## src/rtl/vga_console_writer_if.sv

```systemverilog
// rtl/vga_console_writer_if.sv - byte stream and character-memory port bundle for vga_console_writer
// Signals:
//   in_valid, in_data[7:0], in_ready : byte stream into the writer (valid/ready)
//   char_we, char_addr[11:0]         : character memory write strobe and address {row[4:0], col[6:0]}
//   char_value[31:0]                 : character memory write data
//   char_read[31:0]                  : character memory read data
// Modports: slave = the writer, master = byte source plus character memory.
interface vga_console_writer_if;
    logic        in_valid;
    logic [7:0]  in_data;
    logic        in_ready;
    logic        char_we;
    logic [11:0] char_addr;
    logic [31:0] char_value;
    logic [31:0] char_read;

    modport master (
        output in_valid,
        output in_data,
        input  in_ready,
        input  char_we,
        input  char_addr,
        input  char_value,
        output char_read
    );

    modport slave (
        input  in_valid,
        input  in_data,
        output in_ready,
        output char_we,
        output char_addr,
        output char_value,
        input  char_read
    );
endinterface

```

## src/rtl/vga_console_writer.sv

```systemverilog
// rtl/vga_console_writer.sv - terminal-style character writer feeding a VGA character memory
// Ports:
//   clk        : clock, all logic on posedge
//   rst        : synchronous active-high reset
//   bus        : vga_console_writer_if.slave (byte stream in, character memory port out)
//   cursor_col : current cursor column
//   cursor_row : current cursor row
//   busy       : high whenever the writer is not idle
module vga_console_writer #(
    parameter int COLS         = 80,
    parameter int ROWS         = 30,
    parameter int READ_LATENCY = 1
) (
    input  logic                clk,
    input  logic                rst,
    vga_console_writer_if.slave bus,
    output logic [6:0]          cursor_col,
    output logic [4:0]          cursor_row,
    output logic                busy
);
    localparam logic [6:0] COL_MAX = 7'(COLS - 1);
    localparam logic [4:0] ROW_MAX = 5'(ROWS - 1);
    localparam logic [4:0] ROW_PEN = 5'(ROWS - 2);
    localparam logic [1:0] LAT_M1  = 2'(READ_LATENCY - 1);

    typedef enum logic [2:0] {
        IDLE,
        PUT,
        CLEAR,
        SCR_RD,
        SCR_WAIT,
        SCR_WR,
        SCR_CLR
    } state_t;

    state_t      state_q, state_d;
    logic [6:0]  col_q, col_d;
    logic [4:0]  row_q, row_d;
    logic [4:0]  r_q, r_d;          // clear/scroll row counter
    logic [6:0]  c_q, c_d;          // clear/scroll column counter
    logic [1:0]  wait_q, wait_d;    // read-latency wait counter
    logic [6:0]  ch_q, ch_d;        // character pending for PUT
    logic        adv_q, adv_d;      // PUT advances the cursor (cleared for backspace)
    logic [31:0] value_q;           // last written word, held on char_value between writes

    logic        we;
    logic [11:0] addr;
    logic [31:0] wdata;
    logic        newline;
    logic [4:0]  rd_row;

    always_ff @(posedge clk) begin
        if (rst) begin
            state_q <= IDLE;
            col_q   <= '0;
            row_q   <= '0;
            r_q     <= '0;
            c_q     <= '0;
            wait_q  <= '0;
            ch_q    <= '0;
            adv_q   <= 1'b0;
            value_q <= '0;
        end else begin
            state_q <= state_d;
            col_q   <= col_d;
            row_q   <= row_d;
            r_q     <= r_d;
            c_q     <= c_d;
            wait_q  <= wait_d;
            ch_q    <= ch_d;
            adv_q   <= adv_d;
            if (we) begin
                value_q <= wdata;
            end
        end
    end

    always_comb begin
        state_d = state_q;
        col_d   = col_q;
        row_d   = row_q;
        r_d     = r_q;
        c_d     = c_q;
        wait_d  = wait_q;
        ch_d    = ch_q;
        adv_d   = adv_q;
        we      = 1'b0;
        addr    = '0;
        wdata   = value_q;
        newline = 1'b0;
        rd_row  = r_q + 5'd1;

        case (state_q)
            IDLE: begin
                if (bus.in_valid) begin
                    if (bus.in_data >= 8'h20 && bus.in_data <= 8'h7E) begin
                        ch_d    = bus.in_data[6:0];
                        adv_d   = 1'b1;
                        state_d = PUT;
                    end else begin
                        case (bus.in_data)
                            8'h0A: newline = 1'b1;
                            8'h0D: col_d = '0;
                            8'h08: begin
                                if (col_q != '0) begin
                                    col_d   = col_q - 7'd1;
                                    ch_d    = 7'h20;
                                    adv_d   = 1'b0;
                                    state_d = PUT;
                                end
                            end
                            8'h0C: begin
                                r_d     = '0;
                                c_d     = '0;
                                state_d = CLEAR;
                            end
                            default: ;
                        endcase
                    end
                end
            end
            PUT: begin
                we      = 1'b1;
                addr    = {row_q, col_q};
                wdata   = {25'd0, ch_q};
                state_d = IDLE;
                if (adv_q) begin
                    if (col_q == COL_MAX) begin
                        newline = 1'b1;
                    end else begin
                        col_d = col_q + 7'd1;
                    end
                end
            end
            CLEAR: begin
                we    = 1'b1;
                addr  = {r_q, c_q};
                wdata = 32'h0000_0020;
                if (c_q == COL_MAX) begin
                    c_d = '0;
                    if (r_q == ROW_MAX) begin
                        state_d = IDLE;
                        col_d   = '0;
                        row_d   = '0;
                    end else begin
                        r_d = r_q + 5'd1;
                    end
                end else begin
                    c_d = c_q + 7'd1;
                end
            end
            SCR_RD: begin
                addr   = {rd_row, c_q};
                wait_d = 2'd1;
                if (READ_LATENCY <= 1) begin
                    state_d = SCR_WR;
                end else begin
                    state_d = SCR_WAIT;
                end
            end
            SCR_WAIT: begin
                // Address stays on the source cell until read data arrives.
                addr = {rd_row, c_q};
                if (wait_q == LAT_M1) begin
                    state_d = SCR_WR;
                end else begin
                    wait_d = wait_q + 2'd1;
                end
            end
            SCR_WR: begin
                // Copy the whole word so per-character colour survives the scroll.
                we    = 1'b1;
                addr  = {r_q, c_q};
                wdata = bus.char_read;
                if (c_q == COL_MAX) begin
                    c_d = '0;
                    if (r_q == ROW_PEN) begin
                        state_d = SCR_CLR;
                    end else begin
                        r_d     = r_q + 5'd1;
                        state_d = SCR_RD;
                    end
                end else begin
                    c_d     = c_q + 7'd1;
                    state_d = SCR_RD;
                end
            end
            SCR_CLR: begin
                we    = 1'b1;
                addr  = {ROW_MAX, c_q};
                wdata = 32'h0000_0020;
                if (c_q == COL_MAX) begin
                    c_d     = '0;
                    state_d = IDLE;
                end else begin
                    c_d = c_q + 7'd1;
                end
            end
            default: state_d = IDLE;
        endcase

        // Newline shared by LF and end-of-line wrap; the bottom row scrolls instead of moving.
        if (newline) begin
            col_d = '0;
            if (row_q == ROW_MAX) begin
                r_d     = '0;
                c_d     = '0;
                state_d = SCR_RD;
            end else begin
                row_d   = row_q + 5'd1;
                state_d = IDLE;
            end
        end
    end

    assign bus.in_ready   = (state_q == IDLE) && !rst;
    assign bus.char_we    = we && !rst;
    assign bus.char_addr  = rst ? 12'd0 : addr;
    assign bus.char_value = rst ? 32'd0 : wdata;
    assign busy           = (state_q != IDLE) && !rst;
    assign cursor_col     = col_q;
    assign cursor_row     = row_q;
endmodule

```

## src/flat_wrapper.sv

```systemverilog
// flat-port wrapper written by rule: the top's interface ports become plain ports
module vga_console_writer_flat 
#(
    parameter int COLS         = 80,
    parameter int ROWS         = 30,
    parameter int READ_LATENCY = 1
)
  (clk, rst, cursor_col, cursor_row, busy, bus_in_valid, bus_in_data, bus_in_ready, bus_char_we, bus_char_addr, bus_char_value, bus_char_read);
  vga_console_writer_if bus_i ();
  input  logic clk;
  input  logic rst;
  output logic [6:0] cursor_col;
  output logic [4:0] cursor_row;
  output logic busy;
  input wire logic [$bits(bus_i.in_valid)-1:0] bus_in_valid;
  input wire logic [$bits(bus_i.in_data)-1:0] bus_in_data;
  output wire logic [$bits(bus_i.in_ready)-1:0] bus_in_ready;
  output wire logic [$bits(bus_i.char_we)-1:0] bus_char_we;
  output wire logic [$bits(bus_i.char_addr)-1:0] bus_char_addr;
  output wire logic [$bits(bus_i.char_value)-1:0] bus_char_value;
  input wire logic [$bits(bus_i.char_read)-1:0] bus_char_read;
  assign bus_i.in_valid = bus_in_valid;
  assign bus_i.in_data = bus_in_data;
  assign bus_in_ready = bus_i.in_ready;
  assign bus_char_we = bus_i.char_we;
  assign bus_char_addr = bus_i.char_addr;
  assign bus_char_value = bus_i.char_value;
  assign bus_i.char_read = bus_char_read;
  vga_console_writer #(.COLS(COLS), .ROWS(ROWS), .READ_LATENCY(READ_LATENCY)) u_core (.clk(clk), .rst(rst), .bus(bus_i), .cursor_col(cursor_col), .cursor_row(cursor_row), .busy(busy));
endmodule
```

## config.mk

```make
export PLATFORM = sky130hd
export DESIGN_NAME = vga_console_writer_flat
export DESIGN_NICKNAME = d
export VERILOG_FILES = /design/src/rtl/vga_console_writer_if.sv /design/src/rtl/vga_console_writer.sv /design/src/flat_wrapper.sv
export SDC_FILE = /design/constraint.sdc
export NUM_CORES = 1
export LEC_CHECK = 0
export ABC_AREA = 1
export BUFFER_PORTS_ARGS = -buffer_cell sky130_fd_sc_hd__buf_2
export CAP_MARGIN = 20
export CORE_MARGIN = 8
export CORE_UTILIZATION = 45
export CTS_CLUSTER_SIZE = 10
export DETAILED_ROUTE_END_ITERATION = 10
export GPL_ROUTABILITY_DRIVEN = 0
export GPL_TIMING_DRIVEN = 1
export HOLD_SLACK_MARGIN = 0.12
export PLACE_DENSITY = 0.69
export SYNTH_ARGS = -nofsm -noshare
export SYNTH_HDL_FRONTEND = slang
export SYNTH_SLANG_ARGS = --single-unit
```

## constraint.sdc

```tcl
create_clock -name clk -period 3.4 [get_ports clk]
set_input_delay 0.17 -clock clk [delete_from_list [all_inputs] [get_ports clk]]
set_output_delay 0.17 -clock clk [all_outputs]
set_load 0.05 [all_outputs]
```

* Yosys cells after proc, flatten, opt, wreduce, memory -nomap -nowiden
Index checks and enable logic that the tools add are counted.
Storage, ports and cells: register bits 69, bits of input ports 43, output and inout port bits 59, word-level logic and storage cells 134
Cells by class: add/sub/neg operators 6, order comparisons 2, equality and inequality tests 31, muxes and demuxes 63, reduce and logical (&&, ||, !) cells 23
Operator list (number):
- $mux W7 | 16
- $pmux W32 S3 | 1
- $mux W5 | 14
- $pmux W12 S4 | 1
- $eq A8 B4 Y1 const B | 4
- $mux W32 | 1
- $mux W3 | 10
- $pmux W7 S2 | 2
- $pmux W7 S3 | 1
- $pmux W3 S6 | 1
- $eq A5 B5 Y1 const B | 3
- $pmux W5 S3 | 1
- $add A7 B1 Y7 const B | 2
- $eq A7 B7 Y1 const B | 2
- $mux W12 | 1
- $ne A3 B1 Y1 const B | 4
- $add A5 B1 Y5 const B | 2
- $eq A3 B3 Y1 const B | 3
- $mux W1 | 9
- $reduce_and A9 Y1 | 1
- $ge A8 B6 Y1 const B | 1
- $le A8 B7 Y1 const B | 1
- $ne A2 B2 Y1 const B | 4
- $reduce_or A2 Y1 | 4
- 25 further kinds | 36

* Depth between registers and ports, before layout
Gate-level depths: netlist of run 1.
depth after elaboration 7, mapped depth 13

* Least setup slack after synthesis of run 1
No wires, ideal clock.
path kind flip-flop to output port, start register u_core.state_q[2], end output bus_char_value[11], data arrival time 2009 ps, data required time 3230 ps, path slack 1221 ps, cell stages (with the launch flop) 8, buffers on the path 3, cells stage by stage dfxtp_1 buf_4 inv_2 nor2_1 buf_4 clkbuf_1 nand2_1 a21oi_1
Between the ends: cells in the longest elaborated chain, start to end 4, elaborated cells between the ends (all ways) 7, classes of those cells eq/ne (4); mux (2); reduce/logical (1)
RTL lines:
- start: declaration | RTL line vga_console_writer.sv:36 | state_t state_q, state_d;
- start signal: assignment | RTL line vga_console_writer.sv:64 | state_q <= state_d;
- $eq A3 B2 Y1 / $eq A3 B3 Y1 (equally long branches) | RTL line vga_console_writer.sv:93 | case (state_q)
- $reduce_or A2 Y1 (no line)
- $pmux W32 S3 (*) | RTL line vga_console_writer.sv:93
- $mux W32 (*) | RTL line vga_console_writer.sv:219 | assign bus.char_value = rst ? 32'd0 : wdata;
- end: declaration | RTL line flat_wrapper.sv:20 | output wire logic [$bits(bus_i.char_value)-1:0] bus_char_value;
Mark *: on every way between the ends. The rest lies on a longest branch, timed or not.

* Worst setup path after layout of run 1
start register u_core.state_q[1], end output bus_char_value[19]
The elaborated chain is that of the path after synthesis.

==> results.toml, run 1 <==
[floorplan]
die_area_um2 = 12200
die_w_um = 110
start_util_pct = 46.2
io-pin-count = 102
core_um2 = 8680
core.rowCount = 34
die_h_um = 110

[synth]
yosys_most_used_dff = "dfxtp_1"
synth_nets = 669
postSynthRegisterBits = 69
yosysTopAreaCellShare_pct = 34.4
synth.yosys.warnings = 0
synth_async_sr_flop_share_pct = 0
synth.cells.most_frequent = "166 x nand2_1, 83 x a21oi_1, 73 x nor2_1"
post-synth-top-count-cell = "nand2_1"
ys_top_cells_by_area = "dfxtp_1 34%, nand2_1 16%, a21oi_1 10%"
syn-instance-count = 616
syn_avg_cell_area_um2 = 6.51
synth_area_leader_cell = "dfxtp_1"
syn_area_um2 = 4010
synth_enable_flop_cells = 0
seq_area_frac_synth_pct = 34.4
synth_cell_type_count = 38

[finish]
number_of_nets_in_the_final_layout = 797
area_delta_synth_final_pct = 28.4
post_route_cells_drive_above_1_share_pct = 20.0
fillCellCount = 840

[grt]
track_usage_pct = 19.2
grt_antenna_before_repair = 1
grt_max_degree = 40
vias_in_the_first_global_route = 4390
global_route_wire_length_before_repair_um = 20200
grt_remaining_overflow = 0

[worst_setup_path]
reg2reg_end = "u_core.c_q[0]"
critPathLaunch = "u_core.state_q[1]"
crit_arrival_ns = 2.56
worstRegToRegCells = 7
critPathRequiredTime_ns = 3.23
setup.worst_path.class = "register to output port"
reg2reg_from = "u_core.state_q[0]"
setup.worst_path.end = "bus_char_value[19]"
ff_to_ff_setup_slack_ns = 1.15
worst-path-max-fanout = 17
cp-end-kind = "output port"
start_kind = "register"

[clocking]
cts.clk_slew.worst_paths_ns = 0.09
cts-root-buf = "clkbuf_8"
tritoncts = "yes"
clkLatencyLatePin_ns = 0.35
cts_setup_buffers = 0
post_cts_resized = 0
tritoncts_num_sinks = 69
cts_hold_buffers = 36
cts_htree_levels = 3
cts_bufs_inserted = 9
ctsLongestPathBuffers = 2

[pwr]
post-layout-total-power_w = 0.00281
static-leakage-power_nw = 2.30
ir_drop_v = 0.000297
cellPowerDensity_nw_per_um2 = 545

[detailed_routing]
final_routed_wirelength_across_all_metal_layers_um = 12000
detail_route.iter0.violations = 250
remaining_drc_errors = 0
firstDrtPassIters = 5
per_cell_routed_wire_length_um = 14.0
postRouteAntennaNets = 0
route.detailed.vias_per_inst = 5.29
dr_total_vias = 4543

[timing]
worst_slew_margin_rel_pct = 54.4
final.setup_skew_ns = 0.0122
rsz0062_at_grt = "no"
post-route-period-util_pct = 80.4
fin_tns_setup_ns = 0
tightest_slew_ns = 0.683
final_hold_viol_count = 0
max_freq_mhz = 366
timing.final.max_slew_violations = 0
fin_crit_ns = 2.73
setup_viol = 0

[run_status]
outcome = "finished clean"

[placement]
io_buffer_count = 101
place.detailed.hpwl_um = 8500

[min_path]
timing.hold.worst.class = "input pin to register"

[job]
cap_viol_max_count = 0
cells by family after synthesis:
kind of cell	synth area share, %
AND/OR/NAND/NOR	31.9
XOR/XNOR	1.97
flip-flops	34.4
AO/OA/AOI/OAI	20.4
adder cells (fa/ha/maj)	3.12
buffers and inverters	8.24
cell usage in the layout (no fill, tap or decap), drive strengths merged, types with 2 or more instances in the layout:
| master | n |
|---|---|
| o22ai | 3 |
| o21ai | 29 |
| buf | 105 |
| nor2 | 82 |
| o31ai | 2 |
| inv | 56 |
| clkbuf | 10 |
| or2 | 2 |
| xor2 | 6 |
| a22oi | 10 |
| nand2 | 170 |
| xnor2 | 3 |
| nor3 | 6 |
| nand3 | 31 |
| o211ai | 2 |
| nand4 | 7 |
| a21oi | 83 |
| dlygate4sd3 | 36 |
| a31oi | 14 |
| clkinvlp | 3 |
| nand3b | 3 |
| o221ai | 2 |
| ha | 10 |
| dfxtp | 69 |
| clkinv | 3 |
state kept, by name, summed over array words and instances (netlist names):
register / flops
u_core.adv_q: 1
u_core.c_q: 7
u_core.ch_q: 7
u_core.cursor_col: 7
u_core.cursor_row: 5
u_core.r_q: 5
u_core.state_q: 3
u_core.value_q: 32
u_core.wait_q: 2
power by group:
group	switching (W)	internal, W	leakage, nW	total (W)
logic	0.000812	0.000326	1.65	0.00114
clock network	0.000347	0.000362	0.0951	0.000709
registers	0.0000828	0.000878	0.558	0.000960
total	0.00124	0.00157	2.30	0.00281
critical path, stage by stage, from the launching register on:
cell     delay [ns]
dfxtp_1        0.48
inv_2          0.06
nand2_2        0.10
nor2_2         0.05
inv_2          0.07
nand2_2        0.12
nor2_2         0.56
buf_8          0.24
nand2_1        0.08
a21oi_1        0.15
buf_2          0.29
worst min path at each step:
stage,from,endpoint,cells past startpoint
finish,bus_char_read[1],u_core.value_q[1],3
global route,bus_char_read[1],u_core.value_q[1],3
CTS,bus_char_read[1],u_core.value_q[1],3
detailed placement,u_core.ch_q[0],u_core.ch_q[0],2
global placement,bus_char_read[12],u_core.value_q[12],3
floorplan,bus_in_data[0],u_core.ch_q[0],2
metrics by stage:
| step | instances | utilization (%) | area (µm²) | setup WS [ns] | hold slack [ns] |
|---|---|---|---|---|---|
| floorplan | 616 | - | 4010 | 1.22 | 0.318 |
| global placement | 804 | 52.6 | 4560 | 0.806 | 0.448 |
| detailed placement | 805 | 52.7 | 4580 | 1.06 | 0.455 |
| CTS | 857 | 59.3 | 5140 | 0.679 | 0.120 |
| global route | 858 | 59.3 | 5150 | 0.433 | 0.155 |
| finish | 858 | 59.3 | 5150 | 0.666 | 0.119 |
layout make-up:
type	count	area, µm²	area share, %
Clock inverter	6	70.1	1.36
Multi-Input combinational cell	466	2300	44.7
Antenna cell	1	2.50	0.0486
Timing Repair Buffer	141	903	17.5
Inverter	57	216	4.21
Clock buffer	10	138	2.67
Sequential cell	69	1380	26.8
Tap cell	108	135	2.63
metal layers:
layer | up-vias | GRT usage, % | routed length, µm
li1 | 2291 | - | -
met1 | 2068 | 22.5 | 5160
met5 | - | 0 | 0
met4 | 0 | 9.01 | 276
met2 | 162 | 32.7 | 5830
met3 | 22 | 3.68 | 757
Note: power is estimated with default switching activity, not from simulation.
==> run 2: changes to the inputs <==
--- a/config.mk
+++ b/config.mk
@@ -5,7 +5,7 @@
 export SDC_FILE = /design/constraint.sdc
 export NUM_CORES = 1
 export LEC_CHECK = 0
-export ABC_AREA = 1
+export ABC_AREA = 0
 export BUFFER_PORTS_ARGS = -buffer_cell sky130_fd_sc_hd__buf_2
 export CAP_MARGIN = 20
 export CORE_MARGIN = 8
@@ -15,7 +15,7 @@
 export GPL_ROUTABILITY_DRIVEN = 0
 export GPL_TIMING_DRIVEN = 1
 export HOLD_SLACK_MARGIN = 0.12
-export PLACE_DENSITY = 0.69
+export PLACE_DENSITY = 0.72
 export SYNTH_ARGS = -nofsm -noshare
 export SYNTH_HDL_FRONTEND = slang
 export SYNTH_SLANG_ARGS = --single-unit
==> constraint.sdc (replaced) <==
create_clock -name clk -period 2.36 [get_ports clk]
set_input_delay 0.118 -clock clk [delete_from_list [all_inputs] [get_ports clk]]
set_output_delay 0.118 -clock clk [all_outputs]
set_load 0.05 [all_outputs]
==> run 2 against run 1 <==
  * Wire length is 19% higher
  * Clock skew is 0.0023 ns lower
  * Critical endpoint is now bus_char_addr[9]
  * Combinational power decreased by 70%
  * Die area up 5.4%
  * Critical path type unchanged
  * Flip-flop and latch count is the same
  * Design area is 11% higher
  * Sequential share of layout area down 2.3 points
  * Sequential power is 24% higher
  * First-iteration DRC count grew 99%
  * Count of clock-buffer cells in the layout is 1 lower
  * Area after synthesis is 6.4% higher
  * Clock power grew 51%
==> results.toml, run 2 <==
[run_status]
outcome = "finished clean"

[worst_setup_path]
critPathSlowestCell = "or3_1"
critical_path.most_common_cell = "buf_4"
crit_family = "buffers and inverters"
start_kind = "register"
critPathRequiredTime_ns = 2.24
worst_path_buf_inv = 4
timing.critical_path.slowest_cell_delay_ns = 0.43
crit_arrival_ns = 2.18
worst-path-max-fanout = 35
cp-end-kind = "output port"
setup.worst_path.class = "register to output port"
critical_path.cell_chain = "buf_12 > inv_1 > buf_4 > nor3_2 > or3_1 > a21oi_1 > buf_4"

[clocking]
tritoncts_num_sinks = 69
cts_htree_levels = 3
cts_bufs_inserted = 9
tritoncts = "yes"
ctsLongestPathBuffers = 2
cts-root-buf = "clkbuf_8"
clkLatencyLatePin_ns = 0.35
cts.clk_slew.worst_paths_ns = 0.08

[timing]
final.setup_skew_ns = 0.00991
setup_viol = 0
worst_slew_margin_rel_pct = 60.0
timing.final.max_slew_violations = 0
rsz0062_at_grt = "yes"
final_hold_viol_count = 0
fin_crit_ns = 2.30
post-route-period-util_pct = 97.6
final.setup.worst_slack_ns = 0.0575
tightest_slew_ns = 0.596
max_freq_mhz = 434

[finish]
area_delta_synth_final_pct = 33.6
multiInputGateArea_um2 = 2750
largest_register_ffs = 32
fillCellCount = 800
final_design_area_no_fill_um2 = 5700
layout.cells.most_common_list = "94 x buf_2, 75 x nor2_1, 61 x dfxtp_1, 40 x a22oi_1, 37 x buf_4"
number_of_nets_in_the_final_layout = 735
layout.core_utilization_pct = 61.7
instances_no_fill = 816
final-seq-area_um2 = 1400
largest_register = "u_core.value_q"
post_route_cells_drive_above_1_share_pct = 30.0
mostFrequentLayoutCell = "buf_2"

[synth]
synth_async_sr_flop_share_pct = 0
yosys_most_used_dff = "dfxtp_1"
synth_cell_type_count = 69
syn_area_um2 = 4270
synth.cells.most_frequent = "97 x nor2_1, 69 x dfxtp_1, 40 x a22oi_1"
synth_nets = 605
post-synth-top-count-cell = "nor2_1"
synth.yosys.warnings = 0
synth_enable_flop_cells = 0
syn-instance-count = 552
seq_area_frac_synth_pct = 32.4
syn_avg_cell_area_um2 = 7.73
ys_top_cells_by_area = "dfxtp_1 32%, nor2_1 8.5%, a22oi_1 7.0%"
synth_area_leader_cell = "dfxtp_1"
postSynthRegisterBits = 69
yosysTopAreaCellShare_pct = 32.4

[grt]
met2_usage_pct = 34.6
track_usage_pct = 21.9
layer_carrying_the_most_global_route_usage = "met2"
global_route_wire_length_before_repair_um = 23200
vias_in_the_first_global_route = 4758
grt_antenna_before_repair = 1
grt_max_degree = 48
grt_remaining_overflow = 0
grtUsageMet1_pct = 27.3
grtUsageMet3_pct = 4.79

[pwr]
static-leakage-power_nw = 2.24
switching_share_of_power_pct = 26.9
ir_drop_v = 0.000283
power.share.sequential_pct = 45.7
clockPowerShare_pct = 41.2
intPower_w = 0.00190
cellPowerDensity_nw_per_um2 = 457
share_comb_of_total_power_pct = 13.0
net-switching-power_w = 0.000700

[detailed_routing]
firstDrtPassIters = 5
final_routed_wirelength_across_all_metal_layers_um = 14300
per_cell_routed_wire_length_um = 17.6
route.detailed.vias_per_inst = 5.99
postRouteAntennaNets = 0
remaining_drc_errors = 0
detail_route.iter0.violations = 498
dr_total_vias = 4886

[placement]
placedInstanceArea_um2 = 5050
place_worst_setup_slack_ns = 0.102
place.detailed.hpwl_um = 9950
placedCellCount = 765
io_buffer_count = 101

[min_path]
timing.hold.worst.class = "input pin to register"

[floorplan]
core_um2 = 9240
die_w_um = 113
die_area_um2 = 12800
core.rowCount = 35
start_util_pct = 46.2
die_h_um = 113
io-pin-count = 102

[job]
cap_viol_max_count = 0
-- run 2: stage by stage --
step	setup TNS [ns]	power, W	hold WS [ns]
after CTS	0	0.00260	0.170
final	0	0.00260	0.194
after global routing	-0.0129	0.00270	0.200
after global placement	0	0.00149	0.379
after detailed placement	0	0.00150	0.384
after floorplan	0	0.00139	0.244
-- run 2: timing repair --
item | 4_1_cts | 5_1_grt
buffers inserted | 0 | 3
hold endpoints to repair | 31 | 0
endpoints found under the setup margin | 36 | 43
gates resized for setup | 4 | 22
hold buffers | 31 | 0
gates cloned | 0 | 1
pin swaps | 0 | 2
-- run 2: path summary, 6_finish.rpt --
path | startpoint | end | slack, ns | cells after the start
setup reg to reg | u_core.c_q[0] | u_core.cursor_col[5] | 0.14 | 7
setup / recovery | u_core.state_q[1] | bus_char_addr[9] | 0.06 | 7
hold / removal | bus_in_data[1] | u_core.ch_q[1] | 0.19 | 2
hold reg to reg | u_core.ch_q[1] | u_core.ch_q[1] | 0.49 | 1
-- run 2: cell families after synthesis --
kind of cell	after synthesis	synth area share, %
AOI/OAI and AO/OA	165	27.6
xor gates and xnor gates	8	1.64
adders and majority gates	10	2.93
buffers and inverters	63	6.60
DFF	69	32.4
muxes	14	3.40
and+or+nand+nor	223	25.5
-- run 2: power groups by stage --
stage / logic, W / registers, W / clock network, W
2_1_floorplan: 0.000176 / 0.00121 / 0
3_3_place_gp: 0.000274 / 0.00122 / 0
3_5_place_dp: 0.000279 / 0.00122 / 0
4_1_cts: 0.000321 / 0.00119 / 0.00109
5_1_grt: 0.000365 / 0.00119 / 0.00114
6_report: 0.000339 / 0.00119 / 0.00107
-- run 2: layout make-up --
class	instances	area share [%]
Sequential cell	69	24.5
Antenna cell	1	0.0439
Inverter	14	0.922
Tap cell	129	2.83
Clock inverter	6	1.54
Clock buffer	9	2.17
Multi-Input combinational cell	421	48.3
Timing Repair Buffer	167	19.6
-- run 2: metal layers --
layer,up-vias,part of all wire [%]
met5,-,0
met4,0,3.0
met3,39,7.3
met2,222,46
met1,2308,43
li1,2317,-
